### src/rtl/rob.sv
// Reorder buffer: allocates entries in rename order, collects writebacks by tag,
// serves operand reads, and retires in program order while driving RAT commit/flush.
module rob #(
   parameter int ROB_DEPTH      = 8,
   parameter int GPR_ADDR_WIDTH = 5,
   parameter int DATA_WIDTH     = 32,
   localparam int TW            = $clog2(ROB_DEPTH)
) (
   input  logic                      clk,
   input  logic                      rst_n,
   input  logic                      alloc_req,
   input  logic [GPR_ADDR_WIDTH-1:0] alloc_dst_addr,
   input  logic                      alloc_dst_wen,
   output logic                      allocate_en,
   output logic [TW-1:0]             rob_alloc_tag_2rat,
   output logic [GPR_ADDR_WIDTH-1:0] rob_alloc_dst_addr_2rat,
   output logic                      rob_alloc_dst_wen_2rat,
   output logic                      rob_full,
   output logic                      rob_empty,
   input  logic                      wb_en,
   input  logic [TW-1:0]             wb_tag,
   input  logic [DATA_WIDTH-1:0]     wb_data,
   input  logic                      wb_br_taken,
   input  logic                      wb_exp_en,
   input  logic [TW-1:0]             rs1_Paddr,
   input  logic [TW-1:0]             rs2_Paddr,
   output logic                      rob_rs1_ready,
   output logic                      rob_rs2_ready,
   output logic [DATA_WIDTH-1:0]     rob_rs1_data,
   output logic [DATA_WIDTH-1:0]     rob_rs2_data,
   output logic                      commit_valid,
   output logic                      commit_dst_en,
   output logic [GPR_ADDR_WIDTH-1:0] rob_commit_dst_addr_2rat,
   output logic [TW-1:0]             rob_commit_Paddr,
   output logic [DATA_WIDTH-1:0]     rob_commit_data,
   output logic                      rob_commit_br_taken,
   output logic                      rob_commit_exp_en
);

   localparam logic [TW:0] FULL_CNT = ROB_DEPTH[TW:0];

   logic [ROB_DEPTH-1:0]      valid_r;
   logic [ROB_DEPTH-1:0]      done_r;
   logic [ROB_DEPTH-1:0]      dst_wen_r;
   logic [ROB_DEPTH-1:0]      br_taken_r;
   logic [ROB_DEPTH-1:0]      exp_r;
   logic [GPR_ADDR_WIDTH-1:0] dst_addr_r [ROB_DEPTH];
   logic [DATA_WIDTH-1:0]     data_r     [ROB_DEPTH];
   logic [TW-1:0]             head_r;
   logic [TW-1:0]             tail_r;
   logic [TW:0]               count_r;

   logic commit_s;
   logic flush_s;
   logic alloc_s;

   // Retire/flush/allocate decisions from current state and request
   always_comb begin
      commit_s = valid_r[head_r] && done_r[head_r];
      flush_s  = commit_s && (br_taken_r[head_r] || exp_r[head_r]);
      alloc_s  = alloc_req && (count_r != FULL_CNT) && !flush_s;
   end

   // Combinational output drive: allocation, status, operand reads, commit
   always_comb begin
      allocate_en              = alloc_s;
      rob_alloc_tag_2rat       = tail_r;
      rob_alloc_dst_addr_2rat  = alloc_dst_addr;
      rob_alloc_dst_wen_2rat   = alloc_dst_wen;
      rob_full                 = (count_r == FULL_CNT);
      rob_empty                = (count_r == '0);
      rob_rs1_ready            = valid_r[rs1_Paddr] && done_r[rs1_Paddr];
      rob_rs2_ready            = valid_r[rs2_Paddr] && done_r[rs2_Paddr];
      rob_rs1_data             = data_r[rs1_Paddr];
      rob_rs2_data             = data_r[rs2_Paddr];
      commit_valid             = commit_s;
      // A taken branch still writes its link register; only exceptions suppress
      commit_dst_en            = commit_s && dst_wen_r[head_r] && !exp_r[head_r];
      rob_commit_dst_addr_2rat = dst_addr_r[head_r];
      rob_commit_Paddr         = head_r;
      rob_commit_data          = data_r[head_r];
      rob_commit_br_taken      = commit_s && br_taken_r[head_r];
      rob_commit_exp_en        = commit_s && exp_r[head_r];
   end

   // Head/tail pointers and occupancy count
   always_ff @(posedge clk or negedge rst_n) begin
      if (!rst_n) begin
         head_r  <= '0;
         tail_r  <= '0;
         count_r <= '0;
      end else if (flush_s) begin
         head_r  <= '0;
         tail_r  <= '0;
         count_r <= '0;
      end else begin
         if (commit_s) begin
            head_r <= head_r + TW'(1);
         end
         if (alloc_s) begin
            tail_r <= tail_r + TW'(1);
         end
         if (alloc_s && !commit_s) begin
            count_r <= count_r + (TW+1)'(1);
         end else if (commit_s && !alloc_s) begin
            count_r <= count_r - (TW+1)'(1);
         end
      end
   end

   // Per-entry state: allocate at tail, retire at head, writeback by tag
   always_ff @(posedge clk or negedge rst_n) begin
      if (!rst_n) begin
         valid_r    <= '0;
         done_r     <= '0;
         dst_wen_r  <= '0;
         br_taken_r <= '0;
         exp_r      <= '0;
         for (int i = 0; i < ROB_DEPTH; i++) begin
            dst_addr_r[i] <= '0;
            data_r[i]     <= '0;
         end
      end else begin
         for (int i = 0; i < ROB_DEPTH; i++) begin
            if (flush_s) begin
               valid_r[i] <= 1'b0;
            end else if (alloc_s && (tail_r == TW'(i))) begin
               valid_r[i]    <= 1'b1;
               done_r[i]     <= 1'b0;
               br_taken_r[i] <= 1'b0;
               exp_r[i]      <= 1'b0;
               dst_addr_r[i] <= alloc_dst_addr;
               dst_wen_r[i]  <= alloc_dst_wen;
            end else if (commit_s && (head_r == TW'(i))) begin
               valid_r[i] <= 1'b0;
            end else if (wb_en && valid_r[i] && (wb_tag == TW'(i))) begin
               done_r[i]     <= 1'b1;
               data_r[i]     <= wb_data;
               br_taken_r[i] <= wb_br_taken;
               exp_r[i]      <= wb_exp_en;
            end
         end
      end
   end

endmodule

### config.mk
export PLATFORM = sky130hd
export DESIGN_NAME = rob
export DESIGN_NICKNAME = d
export VERILOG_FILES = /design/src/rtl/rob.sv
export SDC_FILE = /design/constraint.sdc
export NUM_CORES = 1
export LEC_CHECK = 0
export CAP_MARGIN = 20
export CORE_ASPECT_RATIO = 0.9
export CORE_UTILIZATION = 45
export DETAILED_ROUTE_END_ITERATION = 8
export PLACE_DENSITY_LB_ADDON = 0.25
export SLEW_MARGIN = 10
export SYNTH_ARGS = -nofsm -noshare
export SYNTH_HDL_FRONTEND = slang
export SYNTH_SLANG_ARGS = --single-unit
export TNS_END_PERCENT = 20
### constraint.sdc
create_clock -name clk -period 4.27 [get_ports clk]
set_input_delay 0.427 -clock clk [delete_from_list [all_inputs] [get_ports clk]]
set_output_delay 0.427 -clock clk [all_outputs]
set_load 0.02 [all_outputs]
* Word-level counts from Yosys, hierarchy flattened
Index checks and enable logic that the tools add are counted.
** Cells by class
- Reduce and logical (&&, ||, !) cells :: 96
- Magnitude comparators :: 6
- Multiplexer cells :: 133
- Equal/unequal tests :: 31
- Bitwise operators :: 20
- Add/sub/neg operators :: 4
** Operators by type and width (number)
- 32-bit binary-select mux with 3-bit select :: 3
- 32-bit two-way mux :: 6
- 1-bit two-way mux :: 105
- 1-bit logical AND :: 44
- 3-bit == test, second input constant :: 12
- 4-bit AND reduction :: 8
- 1-bit binary-select mux with 3-bit select :: 9
- 3-bit nonzero test :: 9
- 3-bit AND reduction :: 8
- 2-bit nonzero test :: 10
- 3-bit by 2-bit == test with 1-bit output, second input constant :: 6
- 1-bit NOT :: 17
- 2-bit inequality test, second input constant :: 8
- 2-bit AND reduction :: 8
- 5-bit binary-select mux with 3-bit select :: 1
- 4-bit >= comparator, second input constant :: 3
- 3-bit by 4-bit less-than comparator with 1-bit output, second input constant :: 3
- 3-bit two-way mux :: 4
- 4-bit two-way mux :: 3
- 3-bit NOT with 4-bit output :: 3
- 5-bit two-way mux :: 2
- 3-bit by 1-bit == test with 1-bit output, second input constant :: 3
- 3-bit zero test :: 3
- 3-bit by 1-bit adder with 3-bit output, second input constant :: 2
- 7 further kinds :: 10
** Storage, ports and cells
- Bits in registers :: 346
- Logic and storage cells :: 349
- Output and inout bits :: 122

* Depth between registers and ports, before layout
- Depth in word-level cells :: 11
- Depth in mapped cells :: 13

* Worst setup path before layout
Ideal clock, no wire load.
- Path kind :: flip-flop to flip-flop
- Start point :: register head_r[1], in the netlist rob_commit_Paddr[1]
- End point :: register count_r[3]
- Path slack :: 1.146 ns
- Buffers on the path :: 2
- Cell stages (with the launch flop) :: 13
- Data arrival time :: 2.993 ns
- Cells stage by stage :: dfrtp_1 -> buf_4 -> inv_2 -> mux4_2 -> mux2i_4 -> buf_2 -> nand2_1 -> ha_1 -> a21o_1 -> a21oi_1 -> nor2_1 -> a221oi_1 -> a21oi_1
** On the way
- Word-level cells in the longest chain between the ends :: 9
** RTL lines
- start, declared :: RTL line 49 : logic [TW-1:0] head_r;
- start signal, assigned :: RTL line 98 : head_r <= head_r + TW'(1);
- 1-bit binary-select mux with 3-bit select (on tied branches) :: RTL line 59, 60
- 1-bit two-way mux (on tied branches) :: RTL line 59, 60
- 1-bit logical AND / 1-bit logical OR (equally long branches) :: RTL line 59, 60
- 1-bit logical AND :: RTL line 60 : flush_s = commit_s && (br_taken_r[head_r] || exp_r[head_r]);
- 1-bit zero test :: RTL line 61 : alloc_s = alloc_req && (count_r != FULL_CNT) && !flush_s;
- 1-bit logical AND :: RTL line 61
- 1-bit logical AND / 1-bit zero test (equally long branches) :: RTL line 103, 105
- 4-bit two-way mux / 1-bit logical AND (equally long branches) :: RTL line 103, 105
- 4-bit two-way mux / 3-bit nonzero test (equally long branches)
- end signal, assigned :: RTL line 104 : count_r <= count_r + (TW+1)'(1);
- end signal, assigned :: RTL line 106 : count_r <= count_r - (TW+1)'(1);
- end, declared :: RTL line 51 : logic [TW:0] count_r;
Several ways; a longest one is shown, not always the timed one. The select of a mux whose other input is x is not followed.
A chain may end at the register's enable or synchronous reset.

* Worst setup path after layout
- Start point :: register head_r[0], in the netlist rob_commit_Paddr[0]
- End point :: output port allocate_en
** On the way
- Word-level cells in the longest chain between the ends :: 6
** RTL lines
- 1-bit binary-select mux with 3-bit select (on tied branches) :: RTL line 59, 60
- 1-bit two-way mux (on tied branches) :: RTL line 59, 60
- 1-bit logical AND / 1-bit logical OR (equally long branches) :: RTL line 59, 60
- 1-bit logical AND (*) :: RTL line 60
- 1-bit zero test (*) :: RTL line 61
- 1-bit logical AND (*) :: RTL line 61
- end, declared :: RTL line 14 : output logic allocate_en,
Mark *: on every way between the ends. The rest lies on a longest branch, timed or not. The select of a mux whose other input is x is not followed.

==> metrics.cfg <==
[status]
status = completed

[timing]
setup_ws_ps = 325.3
whs_ps = 498.0
timing.final.crit_share_pct = 92.38
fmax_mhz = 253.5
grt_setup_unrepaired = no
hold_viol = 0
setup-tns-final_ps = 0
finalSetupViolCount = 0
finalMaxSlewViolations = 0
clock_skew_ps = 16.51
worstMarginPinSlew_ps = 945.2
relSlewSlack_pct = 36.76
fin_crit_ps = 3945

[critical_path]
cp-start-kind = flip-flop
required_ps = 3840
arrival_ps = 3520
path_common_cell = nor2_1
critical_path_class = flip-flop to output pin
crit_slowest_cell = nor2_1
max_stage_delay_ps = 720
timing.critical_path.buf_inv = 1
path_delay_family = simple AND/OR/NAND/NOR gates
worst-path-max-fanout = 22
path_cells = mux2i_1 -> and3_1 -> o41a_1 -> nor2_1 -> nor2_1 -> clkdlybuf4s50_1
cp-end-kind = output pin

[cells_and_area]
fillers = 3530
syn2layout_area_growth_pct = 19.58
seqCellArea_sq_um = 8667
layout_commonest_cell = dfrtp_1
mostFrequentLayoutCells = 343 x dfrtp_1, 341 x mux2_2, 212 x mux4_2
multi_input_area_sq_um = 10780
fin_nets = 1603
antennaDiodeCount = 0
drive_gt1_share_pct = 44.62

[pwr]
clkPwrFrac_pct = 18.0
power_switching_w = 0.006665
powerDensity_nw_per_um2 = 785.6
power.share.combinational_pct = 48.2
switching_share_pct = 35.56
p_seq_share_pct = 33.7
p_leak_nw = 9.848
intPower_w = 0.01208
ir_drop_mv = 0.4764

[floorplanning]
core_sq_um = 43330
start_util_pct = 46.05
rows = 72
ioPinCount = 175
dieWidth_um = 224.0
die_y_um = 201.8
die_area_sq_um = 45190

[detailed_routing]
finalWirelength_um = 52610
remaining_drc_errors = 0
detail_route.wl_per_cell_um = 24.42
first_pass_iters = 5
viasPerCell = 6.071
route.vias.total = 13076
drtAntennaViolNets = 0
drt_iter0_markers = 913

[synthesis]
synth_edf_count = 0
synth_top_area_cell = dfrtp_1
yosysSeqAreaShare_pct = 43.39
yosysTopAreaCellShare_pct = 43.39
async_reset_ff_share_pct = 100.0
ys_warn_count = 0
synth_flop_cell = dfrtp_1
synthCells = 1370
synth.avg_cell_area_sq_um = 14.56
synth_fp_nets = 1438
synth.distinct_cells = 48
synth.area.top_cells = dfrtp_1 43%, mux4_2 24%, mux2_2 19%, nand2_1 2.8%, mux2_1 1.7%
ys_ff_latch = 346
synth_area_sq_um = 19950

[global_route]
met3_usage_pct = 3.855
gr-usage-met1_pct = 33.54
track_usage_pct = 24.20
grt_pass1_vias = 13804
gr-total-overflow = 0
grtUsageMet2_pct = 39.05
grt_antenna_before_repair = 2
grt_first_pass_wirelength_um = 83060
gr-max-usage-layer = met2
grt_max_degree = 102

[placed_design]
place_ws_ps = 656.1
io_buffers = 174
place.gp.congestion = 0.9121
dpl.hpwl_um = 33840

[hold_path]
hold_class = input pin to async pin

[clock_network]
clockRootBuffer = clkbuf_16
h-tree-depth = 2
cts_tree = done
worstSkewPairLatency_ps = 550
cts.clk_slew.worst_paths_ps = 60
cts_made_buffers = 38
clk_path_buf_depth = 3
cts.repair.resized = 0
cts.sinks = 346

[run]
maxCapViolCount = 0

registers in the layout, indices dropped and copies added (netlist names), 4 cells and up:
name / count
data_r: 256
dst_addr_r: 40
br_taken_r: 8
done_r: 8
dst_wen_r: 8
exp_r: 8
valid_r: 8
count_r: 4
power groups by stage:
stage	clock, W	combinational [W]	sequential, W
2_1_floorplan	0	0.00632	0.00584
3_3_place_gp	0	0.00891	0.00622
3_5_place_dp	0	0.00905	0.00635
4_1_cts	0.00346	0.00908	0.00631
5_1_grt	0.00358	0.00965	0.00661
6_report	0.00338	0.00904	0.00632
timing repair:
| action | CTS | global route |
|---|---|---|
| buffers inserted | 0 | 2 |
| endpoints found under the hold margin | 97 | 0 |
| hold buffers | 1 | 0 |
| endpoints found under the setup margin | 0 | 1 |
synth_stat cells, types with 5 or more instances:
cell / n
dfrtp_1: 346
mux2_2: 341
mux4_2: 212
nand2_1: 148
clkbuf_1: 37
mux2_1: 31
buf_1: 28
nor2_1: 27
a21oi_1: 21
buf_2: 21
buf_4: 17
inv_1: 17
mux2i_1: 16
ha_1: 14
and2_1: 11
nand3_1: 8
o21ai_0: 8
o21ai_1: 7
a31oi_1: 6
nor2_2: 5
per-stage QoR:
step / total power (W) / area, sq um / instances / util (%)
CTS: 0.01885 / 23850 / 2152 / 55.03
finish: 0.01874 / 23860 / 2154 / 55.06
global route: 0.01984 / 23860 / 2154 / 55.06
global placement: 0.01513 / 22540 / 2084 / 52.02
floorplan: 0.01216 / 19950 / 1370 / -
detailed placement: 0.01540 / 22540 / 2084 / 52.02
routing by layer:
layer	part of all wire [%]	up-vias
met5	0.042	-
met4	2.4	4
met3	4.8	87
met2	49	392
met1	44	7007
li1	-	5586
area by class of cell:
class,instances,area share [%]
well taps,592,3.104
inverters,20,0.3146
clock buffers,60,5.144
repair buffers,228,9.659
clock inverters,7,0.2727
flip-flops and latches,346,36.32
multi-input cells,901,45.18
logic make-up (layout without fill, tap and decap cells):
family / Yosys count / after routing / synth area share [%]
xor gates and xnor gates: 3 / 3 / 0.1317
muxes: 602 / 602 / 45.91
AOI/OAI and AO/OA: 65 / 65 / 2.264
buffers and inverters: 123 / 315 / 2.765
adders and majority gates: 15 / 15 / 0.9783
and+or+nand+nor: 216 / 216 / 4.559
DFF: 346 / 346 / 43.39
final timing paths:
check	start	end	slack, ps	cells past startpoint
min reg2reg	dst_addr_r[26]	dst_addr_r[26]	500	1
min in group clk	dst_addr_r[26]	dst_addr_r[26]	500	1
max	rob_commit_Paddr[0]	allocate_en	330	6
max reg2reg	rob_commit_Paddr[0]	data_r[150]	910	9
min	rst_n	data_r[123]	500	2
max in group asynchronous	rst_n	data_r[231]	2690	3
No activity file was read; power rests on OpenSTA's default activity.
